--- config.mk ---
export PLATFORM = sky130hd
export DESIGN_NAME = rpsc_annunciator
export DESIGN_NICKNAME = d
export VERILOG_FILES = /design/src/rtl/rpsc_pkg.sv /design/src/rtl/rpsc_sync_edge.sv /design/src/rtl/rpsc_annunciator.sv
export SDC_FILE = /design/constraint.sdc
export NUM_CORES = 1
export LEC_CHECK = 0
export CAP_MARGIN = 40
export CORE_MARGIN = 2
export CORE_UTILIZATION = 45
export DETAILED_ROUTE_END_ITERATION = 8
export SYNTH_ARGS = -nofsm -noshare
export SYNTH_HDL_FRONTEND = slang
export SYNTH_SLANG_ARGS = --single-unit
--- constraint.sdc ---
create_clock -name clk -period 3.6 [get_ports clk]
set_input_delay 0.72 -clock clk [delete_from_list [all_inputs] [get_ports clk]]
set_output_delay 0.72 -clock clk [all_outputs]
set_load 0.02 [all_outputs]
--- src/rtl/rpsc_pkg.sv ---
// Shared types and constants for the RPSC fault annunciator.
// Channel states and the fault-card channel count.
package rpsc_pkg;

   localparam int RPSC_N_FF = 8;

   typedef enum logic [1:0] {
      ANN_NORMAL = 2'd0,
      ANN_ALERT  = 2'd1,
      ANN_STEADY = 2'd2
   } ann_state_e;

endpackage

--- src/rtl/rpsc_sync_edge.sv ---
// Synchronizer for an asynchronous panel input.
// Provides the synchronized level and a registered one-clock pulse per rising edge.
module rpsc_sync_edge #(
   parameter int STAGES = 2
) (
   input  logic clk,
   input  logic reset,
   input  logic i_async,
   output logic o_level,
   output logic o_rise
);

   logic [STAGES-1:0] sync_q;
   logic              level_d_q;
   logic              rise_q;

   // NOTE: sequential state uses non-blocking assignments only, so every flop samples pre-edge values.
   always_ff @(posedge clk or negedge reset) begin
      if (!reset) begin
         sync_q    <= '0;
         level_d_q <= 1'b0;
         rise_q    <= 1'b0;
      end else begin
         sync_q    <= {sync_q[STAGES-2:0], i_async};
         level_d_q <= sync_q[STAGES-1];
         rise_q    <= sync_q[STAGES-1] & ~level_d_q;
      end
   end

   assign o_level = sync_q[STAGES-1];
   assign o_rise  = rise_q;

endmodule

--- src/rtl/rpsc_annunciator.sv ---
// Front-panel annunciator: per-channel flash / acknowledge / steady sequence,
// shared flash phase, horn, lamp test and first-out capture.
module rpsc_annunciator
   import rpsc_pkg::*;
#(
   parameter int N_CH       = RPSC_N_FF,
   parameter int FLASH_HALF = 2500000,
   parameter int SYNC_STG   = 2
) (
   input  logic            clk,
   input  logic            reset,
   input  logic [N_CH-1:0] i_fault_la,
   input  logic            i_ack,
   input  logic            i_lamp_test,
   output logic [N_CH-1:0] o_lamp,
   output logic            o_horn,
   output logic [N_CH-1:0] o_first_out,
   output logic            o_first_valid
);

   localparam int CW = $clog2(FLASH_HALF);

   logic            ack_pulse;
   logic            lamp_test;
   logic            unused_ack_level;
   logic            unused_lt_rise;
   logic [CW-1:0]   flash_cnt_q;
   logic            flash_phase_q;
   logic [N_CH-1:0] alert;
   logic [N_CH-1:0] steady;
   logic [N_CH-1:0] enter;
   logic [N_CH-1:0] nxt_normal;
   logic [N_CH-1:0] enter_low;
   logic [N_CH-1:0] first_q;

   rpsc_sync_edge #(.STAGES(SYNC_STG)) u_ack_sync (
      .clk     (clk),
      .reset   (reset),
      .i_async (i_ack),
      .o_level (unused_ack_level),
      .o_rise  (ack_pulse)
   );

   rpsc_sync_edge #(.STAGES(SYNC_STG)) u_lt_sync (
      .clk     (clk),
      .reset   (reset),
      .i_async (i_lamp_test),
      .o_level (lamp_test),
      .o_rise  (unused_lt_rise)
   );

   always_ff @(posedge clk or negedge reset) begin
      if (!reset) begin
         flash_cnt_q   <= '0;
         flash_phase_q <= 1'b0;
      end else if (flash_cnt_q == CW'(FLASH_HALF - 1)) begin
         flash_cnt_q   <= '0;
         flash_phase_q <= ~flash_phase_q;
      end else begin
         flash_cnt_q   <= flash_cnt_q + CW'(1);
      end
   end

   for (genvar g = 0; g < N_CH; g++) begin : g_ch
      ann_state_e state_q;
      ann_state_e state_d;

      // NOTE: default assignment first keeps this block free of inferred latches.
      always_comb begin
         state_d = state_q;
         case (state_q)
            ANN_ALERT:  if (ack_pulse) state_d = i_fault_la[g] ? ANN_STEADY : ANN_NORMAL;
            ANN_STEADY: if (!i_fault_la[g]) state_d = ANN_NORMAL;
            // NORMAL and the unused encoding behave identically.
            default:    state_d = i_fault_la[g] ? ANN_ALERT : ANN_NORMAL;
         endcase
      end

      always_ff @(posedge clk or negedge reset) begin
         if (!reset) state_q <= ANN_NORMAL;
         else        state_q <= state_d;
      end

      assign alert[g]      = (state_q == ANN_ALERT);
      assign steady[g]     = (state_q == ANN_STEADY);
      assign enter[g]      = !alert[g] && !steady[g] && i_fault_la[g];
      assign nxt_normal[g] = (state_d == ANN_NORMAL);
   end

   // Lowest-index entering channel wins a tie.
   assign enter_low = enter & (~enter + N_CH'(1));

   always_ff @(posedge clk or negedge reset) begin
      if (!reset)               first_q <= '0;
      else if (&nxt_normal)     first_q <= '0;
      else if (first_q == '0)   first_q <= enter_low;
   end

   always_ff @(posedge clk or negedge reset) begin
      if (!reset) begin
         o_lamp        <= '0;
         o_horn        <= 1'b0;
         o_first_out   <= '0;
         o_first_valid <= 1'b0;
      end else begin
         o_lamp        <= {N_CH{lamp_test}} | (alert & {N_CH{flash_phase_q}}) | steady;
         o_horn        <= |alert;
         o_first_out   <= first_q;
         o_first_valid <= |first_q;
      end
   end

endmodule

==> results of run 1 <==
[per-stage QoR]
step / utilization [%] / power [mW] / worst slack [ns] / hold slack (ns) / cell area, sq um
floorplan: - / 1.22 / 1.55 / 0.331 / 3370
global placement: 52.0 / 1.42 / 0.939 / 0.333 / 3770
detailed placement: 52.0 / 1.42 / 0.873 / 0.337 / 3770
CTS: 54.8 / 2.08 / 1.23 / 0.355 / 3970
global route: 54.8 / 2.16 / 1.07 / 0.367 / 3970
finish: 54.8 / 2.06 / 1.25 / 0.352 / 3970
[logic make-up (layout without fill, tap and decap cells)]
logic type	Yosys count	in the layout	share of synthesized area [%]
adder cells (fa/ha/maj)	25	25	9.28
AO/OA/AOI/OAI	52	52	11.1
buffers and inverters	28	69	3.49
flip-flops	71	71	52.7
XOR/XNOR	20	20	5.20
AND/OR/NAND/NOR	101	101	17.3
multiplexers	3	3	0.928
[final cells by class]
type,count,area (sq um)
inverter,23,86.3
clock inverter,7,80.1
fill,676,3280
tap,99,124
multi-input combinational,201,1480
timing repair buffer,30,305
sequential,71,1780
clock buffer,9,124
[final timing paths]
check / cells after the start / to / slack (ns) / startpoint
max in group asynchronous: 2 / g_ch[0].state_q[1] / 2.48 / reset
worst max register to register: 7 / first_q[3] / 1.26 / g_ch[2].state_q[0]
worst min-delay path: 0 / u_lt_sync.sync_q[1] / 0.35 / u_lt_sync.sync_q[0]
worst max-delay path: 6 / first_q[3] / 1.25 / i_fault_la[2]
min in group asynchronous: 1 / o_lamp[7] / 0.45 / reset
worst min register to register: 0 / u_lt_sync.sync_q[1] / 0.35 / u_lt_sync.sync_q[0]
[registers in the layout, summed over array words and instances, names as in the netlist, 2 cells and up]
| signal | flops |
|---|---|
| flash_cnt_q | 22 |
| g_ch.state_q | 16 |
| first_q | 8 |
| o_first_out | 8 |
| o_lamp | 8 |
| u_ack_sync.sync_q | 2 |
| u_lt_sync.sync_q | 2 |
[report_power, final]
| group | switching, mW | total, mW | internal, mW |
|---|---|---|---|
| clock network | 0.323 | 0.652 | 0.328 |
| logic | 0.235 | 0.432 | 0.197 |
| registers | 0.0691 | 0.972 | 0.903 |
[per-layer routing]
layer,share of wire (%),wire [um]
met5,0,0
met4,2.0,131
met1,46,3010
met3,3.1,206
met2,49,3250
[cells in the mapped netlist, types with 2 or more instances]
cell type,instances
o311ai_1,2
a21oi_1,13
nand3_1,13
and3b_1,2
nand2b_1,6
nor4_1,7
a32oi_1,2
o32ai_1,2
a22o_1,3
nor4_4,2
and2_1,3
nand2_1,18
a211o_1,9
and3_1,4
o31ai_1,2
xor2_1,10
ha_1,25
dfrtp_1,71
xnor2_1,10
nand4_1,8
o21ai_0,5
nand4b_1,2
nor3b_1,2
mux2i_1,2
a31oi_1,4
o311ai_0,3
nor2b_1,5
nor2_1,20
nor4bb_1,3
inv_1,22
==> impl_metrics.json, run 1 <==
{
  "status": "completed",
  "met3_usage_pct": 3.26,
  "numPortBuffers": 29,
  "rows": 31,
  "slowest_stage": "or4_4",
  "tns_ns": 0,
  "clockBufferDepth": 2,
  "rsz0062_at_grt": "no",
  "start_kind": "primary input",
  "cp_max_fo": 8,
  "cts_max_level": 3,
  "vias": 2341,
  "synth_edf_count": 0,
  "syn_nets": 337,
  "final_cell_mix": "71 x dfrtp_1, 28 x clkdlybuf4s50_1, 25 x ha_1",
  "cp_top_family": "simple AND/OR/NAND/NOR gates",
  "use_met1_pct": 21.5,
  "finalCriticalPeriod_ns": 2.35,
  "top_level_ports": 30,
  "path_buf_inv": 1,
  "ys_ff_latch": 71,
  "drv_slew": 0,
  "cp.arrival_ns": 2.56,
  "fmax_ghz": 0.426,
  "seq_area_frac_synth_pct": 52.7,
  "cp.required_ns": 3.81,
  "async_reset_ff_share_pct": 100,
  "power_density_mw_per_mm2": 517,
  "ys_warn_count": 0,
  "layout_commonest_cell": "dfrtp_1",
  "place.gp.congestion": 0.830,
  "finalClockSkew_ns": 0.00881,
  "final_nets": 373,
  "dieArea_sq_mm": 0.00820,
  "path_cells": "clkdlybuf4s50_1 -> nand2_1 -> o311ai_0 -> or4_4 -> nor4_4 -> a21oi_1",
  "drive_above_1_share_pct": 6.74,
  "end_kind": "flop",
  "cts_resized": 0,
  "maxSlewHeadroom_pct": 46.7,
  "viasPerCell": 5.32,
  "ctsHoldBuffers": 0,
  "synth_area_sq_mm": 0.00337,
  "antenna_found_initial": 0,
  "grt_start_max_net_pins": 39,
  "cts.sinks": 71,
  "grt_util_met2_pct": 28.5,
  "synth_top_area_share_pct": 52.7,
  "irDropWorstVdd_mv": 0.218,
  "overflow": 0,
  "hold_violations": 0,
  "routedWlPerCell_um": 15.0,
  "synthTopCellsByArea": "dfrtp_1 53%, ha_1 9.3%, xnor2_1 2.6%, xor2_1 2.6%, inv_1 2.4%",
  "ant_nets": 0,
  "path_clk_slew_ns": 0.08,
  "dieWidth_um": 90.5,
  "max_stage_delay_ns": 0.56,
  "die_h_um": 90.5,
  "area_growth_syn_to_layout_pct": 17.9,
  "grt_pass1_vias": 2374,
  "grt_use_total_pct": 17.3,
  "drtPass1Iterations": 4,
  "setup_violations": 0,
  "first_iter_violations": 76,
  "worst_slew_pin_slew_ns": 0.799,
  "drv_cap": 0,
  "layout.cells.non_filler": 440,
  "yosys_most_used_dff": "dfrtp_1",
  "clk_latency_ns": 0.35,
  "drc_errors": 0,
  "period_share_pct": 65.2,
  "post-place-cells": 424,
  "start_util_pct": 46.5,
  "ctsRootBufferMaster": "clkbuf_8",
  "synth_cells": 300,
  "synth_cell_types": 50,
  "dp_hpwl_um": 4730,
  "syn_area_per_cell_sq_um": 11.2,
  "busiest_layer": "met2",
  "postCtsSetupBuffers": 0,
  "p_leak_nw": 1.76,
  "yosys.area.top_type": "dfrtp_1",
  "critPathKind": "primary input to flop",
  "cts_buffers": 9,
  "antenna_cells": 0,
  "cts_tree": "yes",
  "core_sq_mm": 0.00725,
  "grt_pass1_wl_um": 11100,
  "drt-total-wl_um": 6590,
  "hp-class": "flop to flop"
}
Power figures use the tool's default switching activity.
==> run 2, diff against run 1 <==
Clock period 3.6 ns to 2.2 ns, I/O delays scaled along.
==> run 2 against run 1 <==
Compared with the run above:
- combinational power increased by 78%
- clock power increased by 81%
- cell count increased by 5.7%
- worst hold slack got worse by 0.0012 ns
- sequential cell count unchanged
- critical path type is now flop to flop
- largest power group unchanged
- highest routed layer unchanged
==> impl_metrics.json, run 2 (synthesis gave the netlist of run 1 again) <==
{
  "clockBufferDepth": 2,
  "setup_violations": 0,
  "ff2ff_setup_slack_ns": 0.13,
  "final_nets": 398,
  "fmax_ghz": 0.483,
  "cts_tree": "yes",
  "area_growth_syn_to_layout_pct": 24.8,
  "ctsRootBufferMaster": "clkbuf_8",
  "grt_start_max_net_pins": 40,
  "place.gp.congestion": 0.778,
  "slowest_stage": "dfrtp_1",
  "cp.arrival_ns": 2.31,
  "rr_worst_depth": 8,
  "hp-start": "u_ack_sync.sync_q[0]",
  "top_level_ports": 30,
  "start_util_pct": 46.5,
  "cts_buffers": 9,
  "switchingPower_mw": 1.01,
  "r2r_start": "g_ch[7].state_q[0]",
  "clk_latency_ns": 0.35,
  "first_iter_violations": 94,
  "p_comb_share_pct": 21.8,
  "path_cells": "inv_1 -> ha_1 -> nand2b_1 -> o21ai_0 -> a221o_1 -> nor4_4 -> buf_4 -> a21oi_1",
  "critPathKind": "flop to flop",
  "numPortBuffers": 29,
  "dieArea_sq_mm": 0.00820,
  "grt_pass1_vias": 2351,
  "r2r_end": "first_q[0]",
  "drc_errors": 0,
  "cp.required_ns": 2.44,
  "layout.cells.non_filler": 465,
  "cp_max_fo": 8,
  "dp_hpwl_um": 4950,
  "vias": 2390,
  "path_clk_slew_ns": 0.08,
  "grt_use_total_pct": 17.5,
  "routedWlPerCell_um": 14.5,
  "hold_depth": 0,
  "seqPwrFrac_pct": 44.8,
  "final_cell_mix": "71 x dfrtp_1, 28 x clkdlybuf4s50_1, 24 x ha_1",
  "whs_ns": 0.351,
  "cts_max_level": 3,
  "grt_pass1_wl_um": 11100,
  "rsz0062_at_grt": "no",
  "p_total_mw": 3.54,
  "rows": 31,
  "fill_cells": 648,
  "overflow": 0,
  "dpl_cell_area_sq_mm": 0.00393,
  "drt-total-wl_um": 6750,
  "p_leak_nw": 1.90,
  "core_sq_mm": 0.00725,
  "post-place-cells": 445,
  "die_h_um": 90.5,
  "hold_violations": 0,
  "drtPass1Iterations": 4,
  "viasPerCell": 5.14,
  "antenna_found_initial": 0,
  "regMostFlops": "flash_cnt_q",
  "status": "completed",
  "end_kind": "flop",
  "ant_nets": 0,
  "period_share_pct": 94.2,
  "p_int_mw": 2.53,
  "maxSlewHeadroom_pct": 68.6,
  "max_stage_delay_ns": 0.43,
  "irDropWorstVdd_mv": 0.306,
  "worst_slew_pin_slew_ns": 0.464,
  "clockPowerShare_pct": 33.4,
  "finalClockSkew_ns": 0.00854,
  "finalCriticalPeriod_ns": 2.07,
  "stdcell_area_sq_mm": 0.00421,
  "p_sw_share_pct": 28.6,
  "drive_above_1_share_pct": 13.1,
  "largest_register_ffs": 22,
  "min_to": "u_ack_sync.sync_q[1]",
  "antenna_cells": 0,
  "dieWidth_um": 90.5,
  "start_kind": "flop",
  "drv_slew": 0,
  "reg_top3": "flash_cnt_q x22, g_ch.state_q x16",
  "drv_cap": 0,
  "cts.sinks": 71,
  "layout_commonest_cell": "dfrtp_1",
  "power_density_mw_per_mm2": 841,
  "hp-class": "flop to flop"
}
==> run 2: cell types whose count changed in the layout (fill, tap and decap cells not counted) <==
cell	change
buf_6	+1
buf_4	+23
bufinv_16	+1
ha_4	+1
clkbuf_8	+1
inv_6	-2
ha_1	-1
o311ai_0	-2
dlygate4sd3_1	+1
o311ai_1	+2
==> run 2: power by group through the flow <==
stage               logic, mW  registers (mW)  clock network (mW)
finish                  0.771            1.58                1.18
global route            0.837            1.61                1.29
CTS                     0.759            1.59                1.21
detailed placement      0.753            1.61                   0
global placement        0.746            1.61                   0
floorplan               0.304            1.69                   0
==> run 2: layout make-up <==
class / count / area (sq um) / share of cell area (%)
Clock inverter: 6 / 92.6 / 2.20
Tap cell: 99 / 124 / 2.95
Sequential cell: 71 / 1780 / 42.2
Multi-Input combinational cell: 201 / 1490 / 35.4
Inverter: 23 / 86.3 / 2.05
Clock buffer: 10 / 138 / 3.27
Timing Repair Buffer: 55 / 499 / 11.9
==> run 2: repair_timing <==
item                       in CTS  in global routing
hold buffers                    1                  0
setup endpoints to repair       0                  8
hold endpoints to repair        5                  0
buffers inserted                0                  3
gates resized for setup         0                  4
==> run 2: worst max-delay path by stage <==
stage                             startpoint    endpoint  slack, ns  depth (start not counted)
after global placement         i_fault_la[3]  first_q[4]      -0.07                          7
after global routing      g_ch[3].state_q[0]  first_q[0]       0.03                          8
final                     g_ch[7].state_q[0]  first_q[0]       0.13                          8
after detailed placement       i_fault_la[3]  first_q[0]      -0.12                          7
after floorplan           g_ch[3].state_q[0]  first_q[0]       0.15                          7
after CTS                 g_ch[5].state_q[0]  first_q[0]       0.08                          8
==> run 2: routing by layer <==
metal  part of all wire [%]  vias up  GRT usage [%]  routed length [um]
li1                       -     1197              -                   -
met1                     44     1149           21.4                3000
met2                     50       37           29.4                3390
met3                    4.2        7           4.92                 281
met4                    1.1        0           6.41                  74
met5                      0        -              0                   0
==> run 2: worst max-delay path, delay by kind of cell, from the launching register on <==
kind | cells | cell delay (ns)
buffers and inverters | 2 | 0.25
flip-flops | 1 | 0.43
adder cells (fa/ha/maj) | 1 | 0.34
AND/OR/NAND/NOR | 2 | 0.39
AO/OA/AOI/OAI | 3 | 0.53
==> run 2: per-stage QoR <==
step | util [%] | setup slack, ns | TNS [ns]
floorplan | - | 0.145 | 0
global placement | 54.1 | -0.0665 | -0.515
detailed placement | 54.1 | -0.121 | -0.864
CTS | 57.4 | 0.0831 | 0
global route | 58.0 | 0.0333 | 0
finish | 58.0 | 0.128 | 0
==> run 3, diff against run 2 <==
Settings changed: ABC_AREA set to 1, SKIP_CTS_REPAIR_TIMING set to 1.
Clock period 2.2 ns to 2.4 ns, I/O delays scaled along.
==> run 3 against run 2 <==
Compared with the run above:
- fmax increased by 8.2%
- core utilization decreased by 3.1 points
- sequential power decreased by 8%
- area after synthesis increased by 8.9%
- via count increased by 21%
- final area increased by 1.9%
- critical endpoint is now flash_cnt_q[21]
- largest cell class unchanged
- largest power group unchanged
- highest routed layer unchanged
==> impl_metrics.json, run 3 <==
{
  "dieWidth_um": 94.3,
  "start_kind": "flop",
  "met3WireLength_um": 321,
  "ant_nets": 0,
  "numPortBuffers": 29,
  "hold_violations": 0,
  "met2_length_um": 3310,
  "cts_max_level": 3,
  "cts_tree": "yes",
  "post-synth-top-count-cell": "nand2_1",
  "finalCriticalPeriod_ns": 1.92,
  "clockPowerShare_pct": 31.7,
  "viasPerCell": 4.88,
  "ys_ff_latch": 71,
  "synth_top_area_share_pct": 48.4,
  "synth_cells": 448,
  "final_cell_mix": "108 x nand2_1, 74 x inv_1, 71 x dfrtp_1",
  "hp-class": "primary input to asynchronous set/reset pin",
  "final_nets": 523,
  "synth_cell_types": 30,
  "routedWlPerCell_um": 13.0,
  "ctsRootBufferMaster": "clkbuf_8",
  "synth_area_sq_mm": 0.00367,
  "maxSlewHeadroom_pct": 57.9,
  "start_util_pct": 47.0,
  "largest_register_ffs": 22,
  "irDropWorstVdd_mv": 0.491,
  "tns_ns": 0,
  "cts_buffers": 9,
  "cp.required_ns": 2.60,
  "layout_commonest_cell": "nand2_1",
  "first_iter_violations": 145,
  "synthTopCellsByCount": "108 x nand2_1, 74 x inv_1, 71 x dfrtp_1, 58 x nor2_1",
  "p_sw_share_pct": 30.9,
  "synth_edf_count": 0,
  "finalClockSkew_ns": 0.0132,
  "clk_latency_ns": 0.34,
  "period_share_pct": 79.8,
  "yosys.area.top_type": "dfrtp_1",
  "reg_top3": "flash_cnt_q x22, g_ch.state_q x16",
  "drtPass1Iterations": 4,
  "seqPwrFrac_pct": 46.8,
  "drc_errors": 0,
  "fmax_ghz": 0.522,
  "dp_hpwl_um": 5810,
  "status": "completed",
  "syn_nets": 485,
  "die_h_um": 94.3,
  "p_comb_share_pct": 21.4,
  "dieArea_sq_mm": 0.00889,
  "core_sq_mm": 0.00781,
  "drt-total-wl_um": 7710,
  "overflow": 0,
  "cp.arrival_ns": 2.12,
  "ys_warn_count": 0,
  "rows": 32,
  "seq_area_frac_synth_pct": 48.4,
  "drive_above_1_share_pct": 5.50,
  "yosys_most_used_dff": "dfrtp_1",
  "rsz0062_at_grt": "no",
  "top_level_ports": 30,
  "clockBufferDepth": 2,
  "fill_cells": 747,
  "drt-met1-wl_um": 4010,
  "synthTopCellsByArea": "dfrtp_1 48%, nand2_1 11%, ha_1 8.5%, inv_1 7.6%, nor2_1 5.9%",
  "cts.sinks": 71,
  "vias": 2893,
  "critPathKind": "flop to flop",
  "grt_use_total_pct": 19.1,
  "switchingPower_uw": 955,
  "p_leak_nw": 2.23,
  "grt_start_max_net_pins": 32,
  "worst_slew_pin_slew_ns": 0.626,
  "antenna_found_initial": 0,
  "drv_slew": 0,
  "cp_max_fo": 5,
  "setup_violations": 0,
  "power_density_mw_per_mm2": 721,
  "utilization_pct": 54.9,
  "syn_area_per_cell_sq_um": 8.19,
  "grt_pass1_wl_um": 13000,
  "async_reset_ff_share_pct": 100,
  "drv_cap": 0,
  "end_kind": "flop",
  "path_clk_slew_ns": 0.08,
  "grt_pass1_vias": 2729,
  "p_int_mw": 2.13,
  "antenna_cells": 0,
  "area_growth_syn_to_layout_pct": 16.7,
  "place.gp.congestion": 0.896,
  "top_layer_used": "met4",
  "regMostFlops": "flash_cnt_q"
}
-- run 3: logic make-up after synthesis --
family | count (synthesis) | synth area share [%]
xor gates and xnor gates | 11 | 2.63
DFF | 71 | 48.4
AOI/OAI and AO/OA | 43 | 6.44
and+or+nand+nor | 219 | 25.5
buffers and inverters | 79 | 8.52
adders and majority gates | 25 | 8.52
-- run 3: layout make-up --
class	count	area (sq um)	share of cell area, %
sequential	71	1780	41.5
multi-input combinational	298	1580	36.9
timing repair buffer	31	313	7.30
inverter	75	282	6.57
clock buffer	10	138	3.21
tap	102	128	2.98
clock inverter	6	67.6	1.58
-- run 3: metrics by stage --
step                      instance area (sq um)  setup slack [ns]  hold slack [ns]  instances  total power [mW]
after global placement                     4080             0.297            0.333        577              2.13
after global routing                       4280             0.231            0.196        593              3.28
after CTS                                  4280             0.476            0.172        593              3.13
final                                      4280             0.485            0.155        593              3.09
after detailed placement                   4080             0.357            0.338        577              2.14
after floorplan                            3670             0.845            0.184        448              1.85
-- run 3: critical path, cell delays in order, from the launching register on --
cell,delay (ns)
dfrtp_1,0.38
ha_1,0.28
nand2_1,0.12
nor2_2,0.23
nand4_1,0.16
nor4_1,0.51
nor2_1,0.11
-- run 3: path summary, 6_finish.rpt --
kind                                            end  slack [ns]                start  cells after the start
worst max register to register      flash_cnt_q[21]        0.48       flash_cnt_q[0]                      6
worst min-delay path                      o_lamp[7]        0.15                reset                      1
worst min register to register  u_lt_sync.sync_q[1]        0.35  u_lt_sync.sync_q[0]                      0
min in group clk                u_lt_sync.sync_q[1]        0.35  u_lt_sync.sync_q[0]                      0
max in group asynchronous                 o_lamp[0]        1.57                reset                      2
worst max-delay path                flash_cnt_q[21]        0.48       flash_cnt_q[0]                      6
-- run 3: power by group through the flow --
| stage | Combinational [mW] | Sequential (mW) | Clock, mW |
|---|---|---|---|
| after CTS | 0.670 | 1.45 | 1.01 |
| after detailed placement | 0.666 | 1.47 | 0 |
| after global routing | 0.747 | 1.47 | 1.07 |
| final | 0.662 | 1.45 | 0.980 |
| after global placement | 0.661 | 1.47 | 0 |
| after floorplan | 0.326 | 1.52 | 0 |
-- run 3: metal layers --
metal  global-route usage, %  vias to the layer above
met5                       0                        -
met4                    5.80                        0
li1                        -                     1484
met1                    28.9                     1350
met2                    28.2                       53
met3                    3.29                        6
==> edit, RTL diff (flow settings as in run 1) <==
Reset style: synchronous (`reset`), changed in 5 clocked blocks. Comments in the files are not updated.
--- a/src/rtl/rpsc_sync_edge.sv
+++ b/src/rtl/rpsc_sync_edge.sv
@@ -17,3 +17,3 @@
    // NOTE: sequential state uses non-blocking assignments only, so every flop samples pre-edge values.
-   always_ff @(posedge clk or negedge reset) begin
+   always_ff @(posedge clk) begin
       if (!reset) begin
--- a/src/rtl/rpsc_annunciator.sv
+++ b/src/rtl/rpsc_annunciator.sv
@@ -51,3 +51,3 @@
 
-   always_ff @(posedge clk or negedge reset) begin
+   always_ff @(posedge clk) begin
       if (!reset) begin
@@ -78,3 +78,3 @@
 
-      always_ff @(posedge clk or negedge reset) begin
+      always_ff @(posedge clk) begin
          if (!reset) state_q <= ANN_NORMAL;
@@ -92,3 +92,3 @@
 
-   always_ff @(posedge clk or negedge reset) begin
+   always_ff @(posedge clk) begin
       if (!reset)               first_q <= '0;
@@ -98,3 +98,3 @@
 
-   always_ff @(posedge clk or negedge reset) begin
+   always_ff @(posedge clk) begin
       if (!reset) begin
Formal check against the unedited RTL: differs if reset is asserted again (counterexample within 4 cycles, from zero or initial values and one cycle with reset low); with reset held inactive, the same outputs for 10 cycles.
==> edit against run 1 <==
Synthesized area fell by 1.3%; sequential cell count did not move; first-iteration DRC count rose by 16%; die area fell by 1.2%; non-clock buffer count did not move; wire length fell by 0.12%; cell area fell by 2.1%; setup slack got worse by 0.21 ns; register-to-register slack got worse by 0.21 ns; global-route usage fell by 0.30 points; critical path type is now register to register.
Power is not compared: it rests on default switching activity, and its combinational part moved more than twofold at a synthesized area within 25%.
==> edit: results (changes against run 1) <==
| Metric | Value |
|---|---|
| VDD IR-drop max | `260 uV` |
| Clock-pin transition on the worst setup and hold timing paths | `0.08 ns (about the same)` |
| Share of layout cells above drive strength 1 | `6.92% (+0.18 points)` |
| Max_slew headroom | `43.2% (-3.5 points)` |
| Worst-path fanout max | `25 (+17)` |
| Vias after detailed routing | `2521 (+7.7%)` |
| Ant diodes | `0 (unchanged)` |
| Synth warn | `0 (unchanged)` |
| Synth async-reset ratio | `0% (-100 points)` |
| Lkg Pwr | `1.49 nW` |
| Syn nets | `393 (+17%)` |
| Vias in the first global route | `2324 (-2.1%)` |
| Ys flop type | `dfxtp_1` |
| # resized after CTS | `0 (unchanged)` |
| Iteration count of the initial detailed-routing pass | `4 (unchanged)` |
| Final GP Congestion | `0.783 (-5.7%)` |
| Largest regs | `flash_cnt_q: 22 flops, g_ch.state_q: 16 flops` |
| Fillers | `712 (+5.3%)` |
| Skew-Pair Late Insertion Delay | `0.34 ns` |
| Global-route wire length before repair | `11100 um (-0.49%)` |
| Root buf cell | `clkbuf_8` |
| Num CTS Buffers | `9 (unchanged)` |
| CTS H-tree lvls | `3 (unchanged)` |
| Post-DP HPWL | `4640 um (-1.8%)` |
| Yosys cell types | `52 (+4.0%)` |
| Synth cell count leaders | `71 x dfxtp_1, 35 x nor2_1, 28 x and2_1` |
| Status | `complete, no violations` |
| Final WL | `6580 um (-0.12%)` |
| Place WS | `0.769 ns (-0.104 ns)` |
| PortBufs | `29 (unchanged)` |
| Final Net Count | `422 (+13%)` |
| Sequential area share after synthesis | `42.7% (-10 points)` |
| Hold/Removal Path Class | `register to register` |
| Largest net degree at the start of global routing | `42 (+7.7%)` |
| Slowest stage delay, CP | `0.85 ns (+0.29 ns)` |
| GRT Resource Usage Total | `17.0% (-0.30 points)` |
| Post-CTS setup buffers | `0 (unchanged)` |
| CTS Buffer Depth | `2 (unchanged)` |
| Clock Skews | `0.0121 ns (+0.00333 ns)` |
| DR iter-0 viols | `88 (+16%)` |
| Crit path DAT | `2.76 ns (+0.20 ns)` |
| Initial antenna violation count | `0 (unchanged)` |
| Largest cells by area after synthesis | `dfxtp_1 43%, ha_1 9.4%, and2_1 5.3%, nor2_1 3.9%, xor2_1 3.7%` |
| CP max-delay cell | `dfxtp_1` |
-- edit: area by class of cell --
cell class	instances	area share (%)
Clock inverter	6	1.80
Timing Repair Buffer	30	7.66
Sequential cell	71	36.6
Multi-Input combinational cell	251	45.4
Clock buffer	10	3.28
Tap cell	99	3.19
Inverter	22	2.12
-- edit: through the flow --
step                      cells  area [um2]  hold WS, ns  util, %  power, W
after floorplan             356        3330        0.367        -  0.000946
after global placement      473        3690        0.372     51.2   0.00100
after detailed placement    473        3690        0.379     51.2   0.00101
after CTS                   489        3890        0.392     53.9   0.00164
after global routing        489        3890        0.415     53.9   0.00170
final                       489        3890        0.388     53.9   0.00162
-- edit: kinds of logic after synthesis --
family | Yosys count | share of synthesized area (%)
AND/OR/NAND/NOR | 154 | 26.1
flip-flops | 71 | 42.7
AO/OA/AOI/OAI | 51 | 11.9
buffers and inverters | 34 | 4.25
adder cells (fa/ha/maj) | 25 | 9.40
XOR/XNOR | 20 | 5.26
multiplexers | 1 | 0.338
-- edit: path summary, 6_finish.rpt --
path	slack [ns]	end	start	cells past startpoint
min reg2reg	0.39	u_ack_sync.o_rise	u_ack_sync.level_d_q	1
max reg2reg	1.05	first_q[6]	u_ack_sync.o_rise	6
max	1.05	first_q[6]	u_ack_sync.o_rise	6
min	0.39	u_ack_sync.o_rise	u_ack_sync.level_d_q	1
-- edit: worst max-delay path, delay by kind of cell, from the launching register on --
family | cells | cell delay (ns)
compound gates | 2 | 0.58
flops | 1 | 0.85
mux | 1 | 0.41
simple gates | 3 | 0.58
-- edit: where the power goes --
part           total, W  internal, W  switching [W]
registers      0.000830     0.000810      0.0000194
logic          0.000157    0.0000733      0.0000839
clock network  0.000637     0.000324       0.000313
total           0.00162      0.00121       0.000417
-- edit: routing by layer --
layer | vias up | track usage (%) | wire length, um
li1 | 1296 | - | -
met1 | 1178 | 21.7 | 3170
met3 | 12 | 3.35 | 205
met2 | 35 | 27.5 | 3070
met4 | 0 | 7.95 | 137
met5 | - | 0 | 0
